==> src/rtl/fft_ctrl_pkg.sv <==
// Shared types and constants for the FFT sequencing controller.
package fft_ctrl_pkg;

  typedef enum logic [1:0] {
    S_IDLE   = 2'd0,
    S_READ   = 2'd1,
    S_DRAIN  = 2'd2,
    S_FINISH = 2'd3
  } state_e;

  localparam int RD_LAT = 1;

endpackage

==> src/rtl/fft_addr_gen.sv <==
// Radix-2 DIT pair/twiddle address generator: p is k with a zero bit inserted at
// position s, q sets that bit, tw scales the low s bits of k up to the ROM range.
module fft_addr_gen #(
  parameter int ADDR_WIDTH = 8
) (
  input  logic [ADDR_WIDTH-2:0] k,
  input  logic [2:0]            s,
  output logic [ADDR_WIDTH-1:0] p,
  output logic [ADDR_WIDTH-1:0] q,
  output logic [ADDR_WIDTH-2:0] tw
);

  localparam logic [2:0] TW_TOP = 3'(ADDR_WIDTH-1);

  logic [ADDR_WIDTH-2:0] w_mask;
  logic [ADDR_WIDTH-2:0] w_lo;
  logic [ADDR_WIDTH-2:0] w_hi;

  assign w_mask = ~({(ADDR_WIDTH-1){1'b1}} << s);
  assign w_lo   = k & w_mask;
  assign w_hi   = k & ~w_mask;

  assign p  = {w_hi, 1'b0} | {1'b0, w_lo};
  assign q  = p | (ADDR_WIDTH'(1) << s);
  assign tw = w_lo << (TW_TOP - s);

endmodule

==> src/rtl/fft_seq_ctrl.sv <==
// In-place radix-2 FFT sequencer: walks stages/pairs, issues RAM reads, and
// replays the read addresses as write-backs after the butterfly latency.
module fft_seq_ctrl
  import fft_ctrl_pkg::*;
#(
  parameter int ADDR_WIDTH = 8,
  parameter int BFLY_LAT   = 4
) (
  input  logic                  clk,
  input  logic                  rst_n,
  input  logic                  start,
  input  logic                  abort,
  output logic                  busy,
  output logic                  done,
  output logic [2:0]            stage,
  output logic                  rd_en,
  output logic [ADDR_WIDTH-1:0] rd_addr_p,
  output logic [ADDR_WIDTH-1:0] rd_addr_q,
  output logic [ADDR_WIDTH-2:0] tw_addr,
  output logic                  bfly_valid,
  output logic                  wr_en,
  output logic [ADDR_WIDTH-1:0] wr_addr_p,
  output logic [ADDR_WIDTH-1:0] wr_addr_q
);

  localparam int KW  = ADDR_WIDTH - 1;
  localparam int DLY = RD_LAT + BFLY_LAT;
  localparam int DW  = $clog2(DLY + 1);

  localparam logic [KW-1:0] K_LAST = '1;
  localparam logic [2:0]    S_LAST = 3'(ADDR_WIDTH - 1);
  localparam logic [DW-1:0] D_LAST = DW'(DLY - 1);

  state_e          r_state;
  logic [KW-1:0]   r_k;
  logic [2:0]      r_stage;
  logic [DW-1:0]   r_dcnt;
  logic            r_rd_en;
  logic            r_busy;
  logic            r_done;

  logic [DLY:1]                 r_vld_pipe;
  logic [DLY:1][ADDR_WIDTH-1:0] r_p_pipe;
  logic [DLY:1][ADDR_WIDTH-1:0] r_q_pipe;

  logic [ADDR_WIDTH-1:0] w_p;
  logic [ADDR_WIDTH-1:0] w_q;
  logic [KW-1:0]         w_tw;

  fft_addr_gen #(.ADDR_WIDTH(ADDR_WIDTH)) u_addr_gen (
    .k  (r_k),
    .s  (r_stage),
    .p  (w_p),
    .q  (w_q),
    .tw (w_tw)
  );

  // Counters hold their last value outside READ, so addresses are gated to zero.
  assign rd_en      = r_rd_en;
  assign rd_addr_p  = r_rd_en ? w_p  : '0;
  assign rd_addr_q  = r_rd_en ? w_q  : '0;
  assign tw_addr    = r_rd_en ? w_tw : '0;
  assign stage      = r_stage;
  assign busy       = r_busy;
  assign done       = r_done;
  assign bfly_valid = r_vld_pipe[1];
  assign wr_en      = r_vld_pipe[DLY];
  assign wr_addr_p  = r_p_pipe[DLY];
  assign wr_addr_q  = r_q_pipe[DLY];

  always_ff @(posedge clk or negedge rst_n) begin
    if (!rst_n) begin
      r_state <= S_IDLE;
      r_k     <= '0;
      r_stage <= '0;
      r_dcnt  <= '0;
      r_rd_en <= 1'b0;
      r_busy  <= 1'b0;
      r_done  <= 1'b0;
    end else if (abort) begin
      r_state <= S_IDLE;
      r_k     <= '0;
      r_stage <= '0;
      r_dcnt  <= '0;
      r_rd_en <= 1'b0;
      r_busy  <= 1'b0;
      r_done  <= 1'b0;
    end else begin
      case (r_state)
        S_IDLE: begin
          r_done <= 1'b0;
          if (start) begin
            r_state <= S_READ;
            r_k     <= '0;
            r_stage <= '0;
            r_rd_en <= 1'b1;
            r_busy  <= 1'b1;
          end
        end
        S_READ: begin
          if (r_k == K_LAST) begin
            r_state <= S_DRAIN;
            r_rd_en <= 1'b0;
            r_dcnt  <= '0;
          end else begin
            r_k <= r_k + 1'b1;
          end
        end
        S_DRAIN: begin
          // Exit lands on the last write of the stage, so the next read cannot race it.
          if (r_dcnt == D_LAST) begin
            if (r_stage == S_LAST) begin
              r_state <= S_FINISH;
              r_busy  <= 1'b0;
              r_done  <= 1'b1;
            end else begin
              r_state <= S_READ;
              r_stage <= r_stage + 3'd1;
              r_k     <= '0;
              r_rd_en <= 1'b1;
            end
          end else begin
            r_dcnt <= r_dcnt + 1'b1;
          end
        end
        S_FINISH: begin
          r_state <= S_IDLE;
          r_done  <= 1'b0;
          r_stage <= '0;
        end
        default: begin
          r_state <= S_IDLE;
          r_rd_en <= 1'b0;
          r_busy  <= 1'b0;
          r_done  <= 1'b0;
        end
      endcase
    end
  end

  always_ff @(posedge clk or negedge rst_n) begin
    if (!rst_n) begin
      r_vld_pipe <= '0;
      r_p_pipe   <= '0;
      r_q_pipe   <= '0;
    end else if (abort) begin
      r_vld_pipe <= '0;
      r_p_pipe   <= '0;
      r_q_pipe   <= '0;
    end else begin
      r_vld_pipe[1] <= r_rd_en;
      r_p_pipe[1]   <= rd_addr_p;
      r_q_pipe[1]   <= rd_addr_q;
      for (int i = 2; i <= DLY; i++) begin
        r_vld_pipe[i] <= r_vld_pipe[i-1];
        r_p_pipe[i]   <= r_p_pipe[i-1];
        r_q_pipe[i]   <= r_q_pipe[i-1];
      end
    end
  end

endmodule

==> config.mk <==
export PLATFORM = sky130hd
export DESIGN_NAME = fft_seq_ctrl
export DESIGN_NICKNAME = d
export VERILOG_FILES = /design/src/rtl/fft_ctrl_pkg.sv /design/src/rtl/fft_addr_gen.sv /design/src/rtl/fft_seq_ctrl.sv
export SDC_FILE = /design/constraint.sdc
export NUM_CORES = 1
export LEC_CHECK = 0
export CAP_MARGIN = 20
export CORE_ASPECT_RATIO = 0.6
export CORE_MARGIN = 4
export CORE_UTILIZATION = 60
export DETAILED_ROUTE_END_ITERATION = 8
export GPL_ROUTABILITY_DRIVEN = 0
export PLACE_DENSITY_LB_ADDON = 0.25
export RECOVER_POWER = 50
export SETUP_SLACK_MARGIN = 0.2
export SLEW_MARGIN = 5
export SYNTH_ARGS = -nofsm -noshare
export SYNTH_HDL_FRONTEND = slang
export SYNTH_SLANG_ARGS = --single-unit
==> constraint.sdc <==
create_clock -name clk -period 3.6 [get_ports clk]
set_input_delay 0.72 -clock clk [delete_from_list [all_inputs] [get_ports clk]]
set_output_delay 0.72 -clock clk [all_outputs]
set_load 0.01 [all_outputs]
======== After elaboration in Yosys (flattened, before gate mapping) ========
Index checks and enable logic that the tools add are counted.
operators by class
  add/subtract/negate cells ............... 4
  equality and inequality tests ........... 13
  shifts and indexed selects .............. 3
  mux-type cells .......................... 41
  bitwise logic cells ..................... 6
  reduce and logical (&&, ||, !) cells .... 14
operators with widths
  cell                                             number
  2-to-1 mux 40 bit                                2
  2-to-1 mux 7 bit                                 6
  2-to-1 mux 3 bit                                 7
  != test 3 bit, second input constant             7
  one-hot mux 7 bit (3 select lines)               1
  2-to-1 mux 8 bit                                 2
  AND 7 bit                                        2
  NOT 7 bit                                        2
  2-to-1 mux 1 bit                                 11
  2-to-1 mux 2 bit                                 5
  AND reduction 5 bit                              2
  one-hot mux 3 bit (3 select lines)               1
  AND reduction 3 bit                              3
  nonzero test 3 bit                               3
  OR 8 x 7 -> 8 bit                                1
  OR 8 bit                                         1
  one-hot mux 2 bit (4 select lines)               1
  AND reduction 4 bit                              2
  nonzero test 4 bit                               2
  << shifter 1 x 3 -> 8 bit, first input constant  1
  adder 7 x 1 -> 7 bit, second input constant      1
  == test 7 bit, second input constant             1
  << shifter 7 x 3 -> 7 bit                        1
  << shifter 7 x 3 -> 7 bit, first input constant  1
  other kinds (11)                                 15
word-level totals
  flip-flop bits (word level) ............. 103
  bits of input ports ..................... 4

======== Depth between registers and ports, before layout ========
  word-level depth ........................ 8
  gate-level depth with buffers ........... 8
  gate-level depth less buffers ........... 6

======== Hierarchy ========
A second synthesis with hierarchy kept.
second synthesis, totals
  cell total of the unflattened synthesis .. 404
  area, all modules ....................... 4568.1 µm²
by module, submodules not included
  module        times used  cells an instance  area an instance (µm²)  seq. area each (µm²)
  fft_seq_ctrl  1           340                4119.0                  2577.5
  fft_addr_gen  1           64                 449.2                   0.0

======== Least setup slack after synthesis ========
OpenSTA, ideal clock, no wires.
  path kind ............................... reg2out
  start ................................... register r_stage[1] (netlist: stage[1])
  end ..................................... output port tw_addr[5]
  data arrival time ....................... 1.773 ns
  required time ........................... 2.880 ns
  path slack .............................. 1.107 ns
  stages on the path, launching flop included .. 8
  path buffers ............................ 1
  path through ............................ dfrtp_1 buf_4 inv_2 ha_1 nor2b_1 mux4_2 a21oi_1 nor2_1
between the ends
  cells in the longest elaborated chain, start to end .. 5
  elaborated cells on any way between the ends .. 6
RTL lines
  item                           line                 RTL
  start, declared                fft_seq_ctrl.sv:36   logic [2:0] r_stage;
  start signal, assigned         fft_seq_ctrl.sv:118  r_stage <= r_stage + 3'd1;
  << shifter 7 x 3 -> 7 bit      fft_addr_gen.sv:19   assign w_mask = ~({(ADDR_WIDTH-1){1'b1}} << s);
  NOT 7 bit                      fft_addr_gen.sv:19
  AND 7 bit                      fft_addr_gen.sv:20   assign w_lo = k & w_mask;
  << shifter 7 x 3 -> 7 bit (*)  fft_addr_gen.sv:25   assign tw = w_lo << (TW_TOP - s);
  2-to-1 mux 7 bit (*)           fft_seq_ctrl.sv:62   assign tw_addr = r_rd_en ? w_tw : '0;
  end, declared                  fft_seq_ctrl.sv:19   output logic [ADDR_WIDTH-2:0] tw_addr,
Mark *: on every way between the ends. The rest lies on a longest branch, timed or not.

======== Worst setup path in the final report ========
  start ................................... register r_stage[0] (netlist: stage[0])
  end ..................................... output port tw_addr[5]
The elaborated chain is that of the path after synthesis.

==> out/results.md <==
* Std-Cell Rows: 24
* hold path start: r_p_pipe[12]
* count of warnings emitted by yosys: 0
* Post-Syn Nets: 428
* static power due to leakage: 2.43 nW
* placed inst area: 5020 sq um
* Layout Cell Area excl Fill: 5340 sq um
* dominant synthesized flop cell: sky130_fd_sc_hd__dfrtp_1
* share of synthesized area spent on multiplexers: 3.60%
* number of vias after detailed routing: 2991
* fraction of the yosys area taken by sequential cells: 55.8%
* share of cells above drive strength 1: 9.52%
* violations in the final reports: max-capacitance violations, max-slew violations
* number of search-and-repair iterations in the first detailed-routing pass: 5
* PD cells: 551 nW/um^2
* hold crit path type: reg -> reg
* area share of fa/ha/maj cells after synthesis: 4.06%
* slew of the pin with the lowest slew margin: 2.46 ns
* CTS Buf Count: 9
* area share of and/or/nand/nor cells after synthesis: 19.1%
* Finish-stage setup viols: 0
* upper clock frequency limit: 306 MHz
* cell count after placement: 526
* wire length of the first global-routing pass: 14800 microns
* global route total overflow: 0
* Vias per Instance: 5.49
* number of buffers on the longest clock path: 2
* share of the clock period used by the worst path: 90.7%
* WP data required: 2.88 ns
* max-slew headroom at the worst pin: -64.1%
* arrival time of data at the critical path endpoint: 2.55 ns
* via count of the first global-routing pass: 2859
* CP Max Fanout: 10
* TritonCTS Sinks: 103
* clk_skew: 0.00723 ns
* number of fill cells in the layout: 528
* Inserted Diodes: 0
* hold-fix buffers at CTS: 0
* clock latency of the later-clocked register in the worst-skew pair: 0.34 ns
* number of storage elements in the synthesis netlist: 103
* post-detailed-route DRC marker count: 0
* pin count of the biggest net entering global routing: 57
* number of enable-type register cells in the synthesized netlist: 0
* total number of H-tree levels: 3
* routed wire length: 8820 microns
* total count of hold-check failures in the final report: 0
* starting density of the core: 62.6%
* Syn Area/Cell: 11.3 sq um
* number of unique standard cell types used by synthesis: 63
* worst setup path category: reg -> out
* total power: 2.94 mW
* area of the core region: 7390 sq um
* Synth-to-Final Area Change: 15.4%
* count of max-cap constraint violations: 2
* R2R Path Start: r_state[0]
* fraction of registers with async set or reset after synthesis: 100%
* Final HPWL DP: 5800 microns
* clock tree from TritonCTS: built
* cell area after synthesis: 4620 sq um
* Iteration-0 DRC Markers: 209
* Critical Path Sink Type: output pin
* count of buffers from port buffering: 50
* final-stage net count: 455
* result of the run: complete, but fails checks
* residual antenna-violating net count after detailed routing: 0
* synthesized netlist cell count: 409
* number of antenna violations at the first check in global routing: 0
* Avg WL per Cell: 16.2 microns
* clock input transition at the sequential cells of the worst setup and hold paths: 0.07 ns
* sum of negative setup slack: 0 ns
* launch point of the worst path: stage[0]
* Worst Hold Margin: 0.455 ns
* GRT Resource Usage Total: 20.5%
* unrepaired setup endpoints after global routing: false
* nature of the critical path startpoint: flip-flop
* area share of xor/xnor cells in the synthesized design: 0%
* io pins: 51
* Chip Height: 76.0 microns
* compound-cell area share of the yosys netlist: 10.6%
* Max rail drop VDD: 0.000339 V
* full die area: 9220 sq um
* post-route minimum period: 3.27 ns
* horizontal die dimension: 121 microns
* count of non-filler cells in the finished layout: 545
* combinational family with the most area after synthesis: simple AND/OR/NAND/NOR gates
* max-slew violation total from the final report: 89
* clock root buffer: sky130_fd_sc_hd__clkbuf_16
routing by layer:
layer / global-route usage (%) / routed length, microns / part of all wire, %
met1: 30.1 / 3930 / 45
met2: 29.1 / 3980 / 45
met3: 6.68 / 802 / 9.1
met4: 6.15 / 107 / 1.2
met5: 0 / 0 / 0
critical path, stage by stage (launching register included):
cell,delay (ns)
sky130_fd_sc_hd__dfrtp_2,0.43
sky130_fd_sc_hd__buf_4,0.16
sky130_fd_sc_hd__buf_4,0.17
sky130_fd_sc_hd__mux2i_1,0.16
sky130_fd_sc_hd__a2111oi_0,0.51
sky130_fd_sc_hd__a21oi_1,0.09
sky130_fd_sc_hd__nor2_1,0.12
sky130_fd_sc_hd__clkdlybuf4s50_1,0.55
cells by family (layout without fill, tap and decap cells):
logic type | count (synthesis) | after routing
fa+ha+maj | 15 | 15
compound gates | 66 | 66
buf+inv | 56 | 88
mux | 12 | 12
flops | 103 | 103
simple gates | 157 | 157
final timing paths:
path / endpoint / slack (ns) / cells after the start
worst min-delay path: r_p_pipe[20] / 0.45 / 1
min in group asynchronous: done / 1.13 / 1
worst min register to register: r_p_pipe[20] / 0.45 / 1
max in group asynchronous: wr_addr_p[0] / 0.79 / 2
worst max-delay path: tw_addr[5] / 0.33 / 7
worst max register to register: stage[2] / 1.32 / 6
cell usage in the layout (no fill, tap or decap), types with 2 or more instances in the layout:
cell                                n
sky130_fd_sc_hd__o21a_1             3
sky130_fd_sc_hd__a31oi_1            7
sky130_fd_sc_hd__clkbuf_1           4
sky130_fd_sc_hd__a21o_1             3
sky130_fd_sc_hd__a21oi_2            2
sky130_fd_sc_hd__a41oi_1            2
sky130_fd_sc_hd__nor3_1             3
sky130_fd_sc_hd__clkinvlp_4         2
sky130_fd_sc_hd__nand2_1           21
sky130_fd_sc_hd__clkbuf_16          9
sky130_fd_sc_hd__a21oi_1           18
sky130_fd_sc_hd__dfrtp_1          101
sky130_fd_sc_hd__nand4_1            2
sky130_fd_sc_hd__o21ai_0            6
sky130_fd_sc_hd__ha_1              14
sky130_fd_sc_hd__and3_1             4
sky130_fd_sc_hd__mux4_2             3
sky130_fd_sc_hd__nor2_1            22
sky130_fd_sc_hd__and2_1             9
sky130_fd_sc_hd__dfrtp_2            2
sky130_fd_sc_hd__nand2b_1           4
sky130_fd_sc_hd__inv_1             13
sky130_fd_sc_hd__a32oi_1            2
sky130_fd_sc_hd__mux2_1             2
sky130_fd_sc_hd__nand3_1            5
sky130_fd_sc_hd__mux2i_1            5
sky130_fd_sc_hd__buf_4              6
sky130_fd_sc_hd__nor2b_1           78
sky130_fd_sc_hd__clkdlybuf4s50_1   48
sky130_fd_sc_hd__nand4b_1           2
flip-flops by register name (all words and copies together) (netlist names):
signal,cells
r_p_pipe,32
r_state,2
stage,3
r_k,7
rd_en,1
wr_addr_q,8
busy,1
done,1
wr_addr_p,8
r_dcnt,3
r_vld_pipe,5
r_q_pipe,32
layout make-up:
cell class	instances	area [sq um]	share of cell area, %
flip-flops and latches	103	2580	48.4
inverters	15	58.8	1.10
multi-input cells	250	1730	32.4
well taps	104	130	2.44
repair buffers	57	538	10.1
clock buffers	11	233	4.36
clock inverters	5	65.1	1.22
synthesized netlist by cell type (5+ instances only):
library cell,count,share of area [%]
sky130_fd_sc_hd__mux2i_1,5,1.1
sky130_fd_sc_hd__nor2b_1,78,11
sky130_fd_sc_hd__a21oi_1,18,1.9
sky130_fd_sc_hd__dfrtp_1,103,56
sky130_fd_sc_hd__o21ai_0,7,0.76
sky130_fd_sc_hd__clkbuf_1,9,0.73
sky130_fd_sc_hd__a31oi_1,7,0.95
sky130_fd_sc_hd__nor2_1,22,1.8
sky130_fd_sc_hd__nand3_1,5,0.54
sky130_fd_sc_hd__inv_1,13,1.1
sky130_fd_sc_hd__nand2_1,21,1.7
sky130_fd_sc_hd__buf_2,7,0.76
sky130_fd_sc_hd__ha_1,15,4.1
sky130_fd_sc_hd__buf_4,19,3.1
sky130_fd_sc_hd__and2_1,9,1.2
metrics by stage:
step	setup WS (ns)	util, %
2_1_floorplan	1.11	-
3_3_place_gp	0.498	67.9
3_5_place_dp	0.379	67.9
4_1_cts	0.311	72.3
5_1_grt	0.216	72.2
6_report	0.333	72.2
repair_timing:
action	4_1_cts	5_1_grt
setup endpoints to repair	9	2
setup buffers	3	0
gates resized for setup	2	2
cloned	0	0
power breakdown:
part,leakage (nW),total (mW),switching [mW],internal (mW)
clock network,0.138,0.966,0.419,0.547
logic,0.866,0.670,0.399,0.271
registers,1.42,1.31,0.0827,1.22
total,2.43,2.94,0.901,2.04
Note: power is estimated with default switching activity, not from simulation.
==> patch 1: new RTL, same flow settings <==
Add an input register stage for `abort`; this delays it by one clock. The other inputs are not delayed to match.
--- a/src/rtl/fft_seq_ctrl.sv
+++ b/src/rtl/fft_seq_ctrl.sv
@@ -31,4 +31,10 @@
   localparam logic [2:0]    S_LAST = 3'(ADDR_WIDTH - 1);
   localparam logic [DW-1:0] D_LAST = DW'(DLY - 1);
+
+  logic abort_q;
+
+  always_ff @(posedge clk) begin
+    abort_q <= abort;
+  end
 
   state_e          r_state;
@@ -78,5 +84,5 @@
       r_busy  <= 1'b0;
       r_done  <= 1'b0;
-    end else if (abort) begin
+    end else if (abort_q) begin
       r_state <= S_IDLE;
       r_k     <= '0;
@@ -144,5 +150,5 @@
       r_p_pipe   <= '0;
       r_q_pipe   <= '0;
-    end else if (abort) begin
+    end else if (abort_q) begin
       r_vld_pipe <= '0;
       r_p_pipe   <= '0;
Check against the original RTL: not equivalent (a bounded check fails within 4 cycles, from zero or initial values and one cycle with rst_n low).
==> patch 1 against the original RTL <==
  * Via count is 2.2% higher
  * Fmax fell by 2.9%
  * First-iteration DRC count up 120%
  * Wire length decreased by 0.40%
  * Utilization rose by 0.47 points
  * Count of clock-buffer cells in the layout unchanged
  * Die area fell by 2.5%
  * Final area is 0.98% lower
  * Area after synthesis decreased by 2.7%
  * Sequential cell count up 1
  * Setup slack got worse by 0.099 ns
  * Total power fell by 3.2%
  * Cell count is 1.8% higher
==> patch 1: results (changes against the original RTL) <==
| Metric | Value |
|---|---|
| R2R cell count | 6 (unchanged) |
| All-Layer GR Usage | 0.208 (+0.00343) |
| Hold depth | 1 (unchanged) |
| Vias/cell | 5.51 (+0.40%) |
| CP Max Fanout | 10 (unchanged) |
| Maximum vdd drop | 0.361 mV (+6.3%) |
| CTS clk-pin slew, worst paths | 0.07 ns (about the same) |
| Synth area leaders | dfrtp_1, nor2b_1, ha_1, nor2_1, buf_4 |
| Vias in the first global route | 2,927 (+2.4%) |
| R2R Path End | stage[0] |
| Worst clock skew | 0.00704 ns (-0.000193 ns) |
| Inserted Diodes | 0 (unchanged) |
| Initial drt markers | 461 (+120%) |
| Flop2flop setup slack | approximately 1.3 ns |
| Leak pwr | 0.00241 uW (-0.63%) |
| CTS H-tree depth | 3 (unchanged) |
| DP Area | 0.00497 sq mm (-0.85%) |
| Largest net degree at the start of global routing | 69 (+21%) |
| Status | completed |
| FFs w/ async S/R, synth | 0.990 (-0.00962) |
| Nets | 464 (+2.0%) |
| Yosys cell types | 54 (-14%) |
| Hold endpoint | r_p_pipe[13] |
| Post-DP HPWL | 5880 um (+1.3%) |
| CTS buffer count | 9 (unchanged) |
| Share of layout cells above drive strength 1 | 0.0798 (-0.0154) |
| CP arrival | 2.65 ns (+0.10 ns) |
| Hold Startpoint | r_p_pipe[5] |
| Hold Path Class | reg2reg |
| First-pass GRT wire length | 14,400 um (-2.4%) |
| Critical-path top delay cell | clkdlybuf4s50_1 |
| Max-slew headroom | 0.0371 (+0.678) |
| Seq/Total Area, Yosys | 0.578 (+0.0201) |
| Largest delay share family, worst path | compound AO/OA/AOI/OAI gates |
| Synth cell count leaders | dfrtp_1, nor2b_1, nor2_1 |
| Routed wire per std cell | 15.8 um (-2.2%) |
| Antenna violations before repair | 0 (unchanged) |
| CTS Root Cell | clkbuf_16 |
| Worst path max stage delay | 0.62 ns (+0.07 ns) |
| Largest regs | r_p_pipe: 32 flops, r_q_pipe: 32 flops |
| Clock latency on the worst-skew pair | 0.34 ns (about the same) |
| Final Max Slew Viols | 0 (-100%) |
==> patch 1: changes by cell type after synthesis, moves of 4 or more <==
cell / change
a211oi_1: +5
a21oi_1: -4
nand3_1: +6
nor2_1: +12
nor2b_1: -4
o21ai_0: +5
==> patch 1: worst max-delay path by stage <==
stage                        start         end  slack [ns]  cells past startpoint
after floorplan           stage[1]  tw_addr[6]         1.0                      7
after global placement    stage[0]  tw_addr[6]        0.63                      7
after detailed placement  stage[0]  tw_addr[6]        0.55                      7
after CTS                 stage[0]  tw_addr[6]        0.31                      7
after global routing      stage[0]  tw_addr[5]        0.09                      6
final                     stage[0]  tw_addr[5]        0.23                      6
==> patch 1: layout make-up <==
class | instances | area (sq um)
Tap cell | 104 | 130
Sequential cell | 104 | 2600
Fill cell | 548 | 1980
Clock buffer | 11 | 253
Timing Repair Buffer | 59 | 553
Multi-Input combinational cell | 258 | 1650
Clock inverter | 5 | 45.0
Inverter | 14 | 52.6
==> patch 1: cells by family after synthesis <==
family                   share of synthesized area
adder cells (fa/ha/maj)                     0.0390
AND/OR/NAND/NOR                              0.211
multiplexers                                0.0189
flip-flops                                   0.578
AO/OA/AOI/OAI                               0.0983
buffers and inverters                       0.0551
==> patch 1: timing repair <==
item | CTS | global route
gates resized for setup | 1 | 1
buffers inserted | 0 | 3
setup endpoints to repair | 1 | 4
==> patch 1: report_power, final <==
group / internal, uW / total, uW / leakage (uW) / switching [uW]
registers: 1230 / 1310 / 0.00143 / 81.0
clock network: 517 / 944 / 0.000145 / 427
logic: 246 / 596 / 0.000834 / 350
==> patch 1: layer usage <==
layer  up-vias  wire, um  GRT usage
met5         -         0          0
met4         0       193     0.0838
met3        28       583     0.0571
met2       132      4330      0.344
met1      1478      3680      0.268
li1       1420         -          -
==> patch 1: per-stage QoR <==
step	worst slack, ns	utilization	instances	hold slack [ns]
2_1_floorplan	0.998	-	410	0.424
3_3_place_gp	0.633	0.685	536	0.440
3_5_place_dp	0.546	0.685	536	0.449
4_1_cts	0.312	0.726	552	0.460
5_1_grt	0.0910	0.727	555	0.471
6_report	0.234	0.727	555	0.458
==> patch 2: new RTL, same settings <==
Without the edit above. `ADDR_WIDTH` is set to 8 in 2 places; all go to 9.
--- a/src/rtl/fft_addr_gen.sv
+++ b/src/rtl/fft_addr_gen.sv
@@ -2,5 +2,5 @@
 // position s, q sets that bit, tw scales the low s bits of k up to the ROM range.
 module fft_addr_gen #(
-  parameter int ADDR_WIDTH = 8
+  parameter int ADDR_WIDTH = 9
 ) (
   input  logic [ADDR_WIDTH-2:0] k,
--- a/src/rtl/fft_seq_ctrl.sv
+++ b/src/rtl/fft_seq_ctrl.sv
@@ -4,5 +4,5 @@
   import fft_ctrl_pkg::*;
 #(
-  parameter int ADDR_WIDTH = 8,
+  parameter int ADDR_WIDTH = 9,
   parameter int BFLY_LAT   = 4
 ) (
Ports: changed (5 resized); port bits go from 51 to 56. No check against the original RTL was run, so the function may have changed too.
==> patch 2 against the original RTL <==
  * First-iteration DRC count rose by 96%
  * Final area rose by 6.9%
  * Area after synthesis grew 6.0%
  * Total power rose by 8.3%
  * Combinational power rose by 22%
  * Clock power rose by 5%
  * Synthesized cell count increased by 8.8%
  * Via count up 7.5%
  * Fmax increased by 0.65%
  * Register-to-register slack worse by 0.21 ns
  * Sequential cell count is 6 higher
  * Setup slack gained 0.021 ns
  * Wire length rose by 4.5%
  * Critical path type unchanged
  * Largest power group unchanged
==> patch 2: results (changes against the original RTL) <==
| Metric | Value |
|---|---|
| # setup viols final | 0 (unchanged) |
| Worst clock skew | 0.00422 ns (-0.00301 ns) |
| Flop2flop setup slack | 1.11 ns (-0.21 ns) |
| CP arrival | 2.53 ns (-0.02 ns) |
| Status | completed |
| R2R Path End | r_k[1] |
| Nets | 499 (+9.7%) |
| Synth cell count leaders | dfrtp_1, nor2b_1, nor2_1 |
| Share of layout cells above drive strength 1 | 0.0956 (+0.000396) |
| Number of vias in the routed layout | 3,216 (+7.5%) |
| Hold Startpoint | r_p_pipe[0] |
| Maximum vdd drop | 0.270 mV (-20%) |
| First-pass GRT wire length | 15,200 um (+2.4%) |
| Synth area leaders | dfrtp_1, nor2b_1, ha_1, buf_4, nor2_1 |
| Met2 Usage GRT | 0.306 (+0.0146) |
| CTS H-tree depth | 3 (unchanged) |
| Post-DP HPWL | 6190 um (+6.6%) |
| Leak pwr | 0.00262 uW (+7.8%) |
| Grt met1 use | 0.271 (-0.0299) |
| CP Max Fanout | 6 (-4) |
| Largest net degree at the start of global routing | 74 (+30%) |
| DP Area | 0.00536 sq mm (+6.8%) |
| Seq/Total Area, Yosys | 0.557 (-0.000971) |
| Hold endpoint | r_p_pipe[9] |
| Yosys cell types | 55 (-13%) |
| All-Layer GR Usage | 0.199 (-0.00571) |
| Max-slew headroom | 0.0583 (+0.699) |
| Vias in the first global route | 3,087 (+8.0%) |
[patch 2: cell types whose count changed after synthesis, moves of 4 or more]
cell | unedited run | this run
nor2b_1 | 78 | 82
ha_1 | 15 | 19
clkbuf_1 | 9 | 14
nor2_1 | 22 | 33
o21ai_0 | 7 | 12
inv_1 | 13 | 19
a21oi_1 | 18 | 9
dfrtp_1 | 103 | 109
[patch 2: how the worst max path moves through the flow]
stage	slack, ns	cells past startpoint	end
2_1_floorplan	0.79	8	tw_addr[7]
3_3_place_gp	0.45	8	tw_addr[7]
3_5_place_dp	0.24	8	tw_addr[7]
4_1_cts	0.30	6	tw_addr[6]
5_1_grt	0.22	6	tw_addr[0]
6_report	0.35	8	tw_addr[4]
[patch 2: metrics by stage]
step | hold WS, ns | total power, uW | worst slack (ns) | util | instances
global route | 0.475 | 3350 | 0.220 | 0.720 | 589
global placement | 0.442 | 2150 | 0.453 | 0.677 | 570
finish | 0.456 | 3190 | 0.354 | 0.720 | 589
detailed placement | 0.446 | 2180 | 0.239 | 0.677 | 570
CTS | 0.453 | 3190 | 0.298 | 0.719 | 588
floorplan | 0.424 | 1930 | 0.792 | - | 445
[patch 2: logic make-up (layout without fill, tap and decap cells)]
| logic type | count (synthesis) | after routing | synth area share |
|---|---|---|---|
| adders and majority gates | 19 | 19 | 0.0485 |
| and+or+nand+nor | 179 | 179 | 0.206 |
| AOI/OAI and AO/OA | 66 | 66 | 0.0983 |
| DFF | 109 | 109 | 0.557 |
| muxes | 10 | 10 | 0.0209 |
| buffers and inverters | 62 | 98 | 0.0700 |
[patch 2: what timing repair did]
action,in CTS,in global routing
hold buffers,0,0
setup buffers,2,1
endpoints found under the setup margin,7,5
resized for setup,4,7
[patch 2: area by class of cell]
type / count / area, sq um
Clock buffer: 10 / 239
Clock inverter: 6 / 78.8
Fill cell: 567 / 2210
Inverter: 19 / 71.3
Multi-Input combinational cell: 274 / 1860
Sequential cell: 109 / 2730
Tap cell: 108 / 135
Timing Repair Buffer: 63 / 592
[patch 2: layer usage]
metal,wire length [um],vias to the layer above
met5,0,-
li1,-,1516
met3,616,16
met2,4310,111
met4,125,0
met1,4170,1573
[patch 2: power by group]
| part | internal [uW] | leakage, uW | switching (uW) |
|---|---|---|---|
| logic | 315 | 0.000958 | 505 |
| clock network | 569 | 0.000148 | 439 |
| registers | 1280 | 0.00151 | 72.9 |
[patch 2: critical path, delay by kind of cell (launching register included)]
kind	cells	cell delay [ns]
compound gates	3	0.46
fa+ha+maj	2	0.47
buf+inv	2	0.66
flops	1	0.35
simple gates	1	0.26
